===== src/rtl/pwm_compare_stage.sv =====
// PWM compare stage: double-buffered duty compared against an external wrapping counter.
// Optional complementary output with dead-time insertion when DEADTIME_EN is defined.
module pwm_compare_stage #(
  parameter int WIDTH = 8,
  parameter int DEAD  = 2
) (
  input  logic             clk,
  input  logic             reset,
  input  logic [WIDTH-1:0] cnt_q,
  input  logic             cnt_en,
  input  logic [WIDTH-1:0] cnt_limit,
  input  logic             start,
  input  logic             stop,
  input  logic [WIDTH-1:0] duty_in,
  input  logic             duty_valid,
  output logic             duty_ready,
  output logic             pwm_out,
`ifdef DEADTIME_EN
  output logic             pwm_out_n,
`endif
  output logic             busy,
  output logic             period_done
);

  // state | meaning
  // IDLE  | output off, waiting for start
  // ARM   | start seen, waiting for a period boundary
  // RUN   | output active, period after period
  // DRAIN | stop seen, finishing the current period
  typedef enum logic [1:0] {IDLE, ARM, RUN, DRAIN} state_t;

  state_t           state;
  logic [WIDTH-1:0] active_duty;
  logic [WIDTH-1:0] pending_duty;
  logic             pending_full;
  logic             wrap;
  logic             accept;
  logic             active;
  logic             raw;

  generate
    if (DEAD < 1 || DEAD > 15) begin : g_dead_range
      $error("pwm_compare_stage: DEAD must be in 1..15");
    end
  endgenerate

  assign wrap       = cnt_en && (cnt_q == cnt_limit);
  assign accept     = duty_valid && !pending_full;
  assign active     = (state == RUN) || (state == DRAIN);
  assign raw        = active && (cnt_q < active_duty);
  assign busy       = (state != IDLE);
  assign duty_ready = ~pending_full;

  // A wrap with a full buffer blocks acceptance, so the two branches never collide.
  always_ff @(posedge clk) begin
    if (reset) begin
      active_duty  <= '0;
      pending_duty <= '0;
      pending_full <= 1'b0;
    end else if (wrap && pending_full) begin
      active_duty  <= pending_duty;
      pending_full <= 1'b0;
    end else if (accept) begin
      pending_duty <= duty_in;
      pending_full <= 1'b1;
    end
  end

  always_ff @(posedge clk) begin
    if (reset) begin
      state       <= IDLE;
      period_done <= 1'b0;
    end else begin
      period_done <= wrap && active;
      case (state)
        IDLE:    if (start && !stop) state <= ARM;
        ARM:     if (stop) state <= IDLE;
                 else if (wrap) state <= RUN;
        RUN:     if (stop) state <= DRAIN;
        DRAIN:   if (wrap) state <= IDLE;
        default: state <= IDLE;
      endcase
    end
  end

`ifdef DEADTIME_EN
  localparam logic [3:0] DEAD_L = 4'(DEAD);

  // Run lengths of the current raw phase, saturating so long phases stay valid.
  logic [3:0] hi_run;
  logic [3:0] lo_run;

  always_ff @(posedge clk) begin
    if (reset) begin
      hi_run    <= '0;
      lo_run    <= '0;
      pwm_out   <= 1'b0;
      pwm_out_n <= 1'b0;
    end else begin
      if (raw)
        hi_run <= (hi_run == 4'hf) ? hi_run : hi_run + 4'd1;
      else
        hi_run <= '0;
      if (active && !raw)
        lo_run <= (lo_run == 4'hf) ? lo_run : lo_run + 4'd1;
      else
        lo_run <= '0;
      pwm_out   <= raw && (hi_run >= DEAD_L);
      pwm_out_n <= active && !raw && (lo_run >= DEAD_L);
    end
  end
`else
  always_ff @(posedge clk) begin
    if (reset) pwm_out <= 1'b0;
    else       pwm_out <= raw;
  end
`endif

endmodule


===== config.mk =====
export PLATFORM = sky130hd
export DESIGN_NAME = pwm_compare_stage
export DESIGN_NICKNAME = d
export VERILOG_FILES = /design/src/rtl/pwm_compare_stage.sv
export SDC_FILE = /design/constraint.sdc
export NUM_CORES = 1
export LEC_CHECK = 0
export CAP_MARGIN = 20
export CORE_UTILIZATION = 42
export DETAILED_ROUTE_END_ITERATION = 8
export PLACE_DENSITY = 0.75
export SLEW_MARGIN = 20
export SYNTH_ARGS = -nofsm -noshare
export SYNTH_HDL_FRONTEND = slang
export SYNTH_SLANG_ARGS = --single-unit
export TNS_END_PERCENT = 100

===== constraint.sdc =====
create_clock -name clk -period 1.45 [get_ports clk]
set_clock_uncertainty 0.1 [all_clocks]
set_input_delay 0.29 -clock clk [delete_from_list [all_inputs] [get_ports clk]]
set_output_delay 0.29 -clock clk [all_outputs]
set_load 0.005 [all_outputs]

==> summary.md <==
| Metric | Value |
|---|---|
| Diodes inserted | 0 |
| Pre-Repair DR Iteration Count | 4 |
| Relative slew margins | 79.5% |
| Violated checks | setup timing |
| Y dimension of the die | 54.6 um |
| Fin area | 1760 sq um |
| Period utilization | 100% |
| Horiz. Die Dim | 54.6 um |
| Fin nets | 211 |
| Path category of the worst min-delay check | in -> reg |
| Smallest hold slack | 0.287 ns |
| Number of max-capacitance violations reported | 0 |
| Slew Viols, Final | 0 |
| Count of routing violations after the opening detailed-route iteration | 9 |
| IO Pins | 34 |
| Syn avg cell area | 9.15 sq um |
| Outcome | finished, violations left |
| Placement-stage cell area | 1590 sq um |
| Most frequent cell after synthesis | sky130_fd_sc_hd__dfxtp_1 |
| Maximum clock insertion buffer count | 2 |
| Hold buffers post-CTS | 0 |
| Cell taking the most area after synthesis | sky130_fd_sc_hd__dfxtp_1 |
| Flops & latches, synth | 21 |
| Final setup slack of the worst path | -0.00382 ns |
| Cells after synthesis | 127 |
| Count of flip-flops with a built-in enable after synthesis | 0 |
| Timing startpoint of the critical path | cnt_q[7] |
| Detail Placement HPWL | 1.99 mm |
| CP max FO | 5 |
| Syn_nets | 164 |
| Seq/Total Area, Yosys | 36.2% |
| Unrepaired setup endpoints after global routing | true |
| Antenna-violating nets left | 0 |
| Combined area of all synthesized cells | 1160 sq um |
| Clock Tree Root | sky130_fd_sc_hd__clkbuf_4 |
| Critical path start-end classification | in -> reg |
| Worst VDD drop | 0.000574 V |
| Largest net degree at the start of global routing | 24 |
| Total of fill cells in the finished design | 212 |
| Min cycle time layout | 1.45 ns |
| Fraction of synthesized cell area taken by the top area cell type | 36.2% |
| CTS Sinks | 21 |
| Hold Path Origin | cnt_q[6] |
| First-pass GRT wire length | 4.07 mm |
| Share of post-route cells with drive strength above 1 | 28.9% |
| Reg2Reg Depth | 4 |
| Residual DRC | 0 |
| Leading post-synthesis cells by cell area | sky130_fd_sc_hd__dfxtp_1 (36%), sky130_fd_sc_hd__mux2i_1 (14%), sky130_fd_sc_hd__nand2b_1 (9.7%), sky130_fd_sc_hd__ha_1 (7.5%), sky130_fd_sc_hd__inv_1 (3.9%) |
| Number of endpoints with negative hold slack in the final report | 0 |
| Maximum achievable frequency | 0.688 GHz |
| Aggregate routed wire length | 2.81 mm |
| Slew at the pin closest to its max-slew limit | 0.308 ns |
| Most numerous cell types in the synthesized netlist | sky130_fd_sc_hd__dfxtp_1 (21), sky130_fd_sc_hd__nand2b_1 (18), sky130_fd_sc_hd__mux2i_1 (16) |
| Residual overflow from global routing | 0 |
| Number of port buffers | 33 |
| Global Route Usage Sum | 19.1% |
| Number of warnings printed during yosys synthesis | 0 |
| Average routed wire per standard cell | 13.8 um |
| Reported leakage power | 0.702 nW |
| Primary flip-flop cell chosen by synthesis mapping | sky130_fd_sc_hd__dfxtp_1 |
| TritonCTS clock tree | built |
| Final Setup Violations | 1 |
| Data arrival at the endpoint of the critical path | 1.58 ns |
| H-tree depth reported by CTS | 1 |
| Floorplan die area | 2980 sq um |
| Syn-to-layout area delta | 51.7% |
| Clock Latency Late Sink | 0.30 ns |
| Number of placement rows | 18 |
| Number of unique standard cell types used by synthesis | 33 |
| Via count | 1038 |
| Power density over the cells | 690 nW/um^2 |
| Required time at the worst-slack endpoint | 1.57 ns |
| Vias in the first global route | 1052 |
| Startpoint type of the worst setup path | input port |
| Endpoint class of the critical path | register |
| Detail-routed via count per cell | 5.11 |
| Initial antenna violation count | 0 |
| Starting Density | 45.7% |
| Start of the worst register-to-register path | active_duty[0] |
| Area of the core | 2540 sq um |
| Routability cong. | 0.734 |
| TritonCTS Buffers | 3 |
| Clock transition at the registers of the reported paths | 0.12 ns |
| Ys async rst share | 0% |
| Hold depth | 3 |
| Flop-to-flop setup slack | 0.02 ns |
-- per-stage QoR --
| step | util [%] | setup TNS [ns] | instances | power, W | setup WS (ns) |
|---|---|---|---|---|---|
| 2_1_floorplan | - | 0 | 127 | 0.000756 | 0.0520 |
| 3_3_place_gp | 62.6 | -6.75 | 197 | 0.000903 | -0.498 |
| 3_5_place_dp | 62.6 | -7.24 | 197 | 0.000912 | -0.543 |
| 4_1_cts | 66.5 | -0.127 | 202 | 0.00120 | -0.127 |
| 5_1_grt | 69.3 | -0.159 | 203 | 0.00128 | -0.0538 |
| 6_report | 69.3 | -0.00382 | 203 | 0.00122 | -0.00382 |
-- layer usage --
layer  global-route usage, %  share of wire, %  up-vias
met2                    36.5                53       36
met5                       0                 0        -
met1                    18.7                40      475
met4                    8.55              0.96        0
li1                        -                 -      523
met3                    5.00               5.7        4
-- area by class of cell --
type,instances,area [sq um],share of cell area (%)
Multi-Input combinational cell,89,812,46.1
Sequential cell,21,428,24.3
Timing Repair Buffer,47,413,23.4
Inverter,12,45.0,2.56
Tap cell,30,37.5,2.13
Clock buffer,3,22.5,1.28
Clock inverter,1,5.00,0.284
-- kinds of logic (layout without fill, tap and decap cells) --
| group | Yosys count | in the layout | share of synthesized area, % |
|---|---|---|---|
| flops | 21 | 21 | 36.2 |
| xor+xnor | 5 | 5 | 3.77 |
| mux | 16 | 16 | 13.8 |
| compound gates | 14 | 14 | 10.0 |
| fa+ha+maj | 7 | 7 | 7.53 |
| simple gates | 47 | 47 | 22.5 |
| buf+inv | 17 | 63 | 6.24 |
-- report_power, final --
part | leakage, nW | total, W | internal [W] | switching [W]
clock network | 0.0177 | 0.000283 | 0.000103 | 0.000180
logic | 0.510 | 0.000316 | 0.000180 | 0.000136
registers | 0.174 | 0.000618 | 0.000602 | 0.0000153
total | 0.702 | 0.00122 | 0.000885 | 0.000331
-- worst max-delay path, stage by stage --
cell and delay [ns]:
sky130_fd_sc_hd__dlygate4sd2_1 0.27, sky130_fd_sc_hd__nand2b_4 0.16, sky130_fd_sc_hd__o2111ai_4 0.14, sky130_fd_sc_hd__nor4_4 0.32, sky130_fd_sc_hd__buf_6 0.18, sky130_fd_sc_hd__mux2i_1 0.21
-- state kept, by name, summed over array words and instances, names as in the netlist, named ones only --
name and flops:
period_done 1, active_duty 8, state 1, pwm_out 1
pending_full 1, pending_duty 8
-- cells in the final DEF, fill, tap and decap left out, types with 6 or more instances in the layout --
cell type	count
sky130_fd_sc_hd__nand2b_1	15
sky130_fd_sc_hd__dfxtp_1	15
sky130_fd_sc_hd__clkdlybuf4s15_1	6
sky130_fd_sc_hd__inv_1	10
sky130_fd_sc_hd__dfxtp_2	6
sky130_fd_sc_hd__clkdlybuf4s50_1	12
sky130_fd_sc_hd__dlygate4sd2_1	12
sky130_fd_sc_hd__nor2_1	12
sky130_fd_sc_hd__buf_4	12
sky130_fd_sc_hd__mux2i_1	16
-- final timing paths --
path / to
hold / removal: pwm_out
setup / recovery: active_duty[3]
setup reg to reg: pwm_out
hold reg to reg: active_duty[0]
-- repair_timing --
action / CTS / global route
setup endpoints to repair: 16 / 10
setup buffers: 1 / 1
gates cloned: 1 / 0
endpoints found under the hold margin: 0 / 0
gates resized for setup: 41 / 25
pin swaps: 9 / 10
Power figures use the tool's default switching activity.
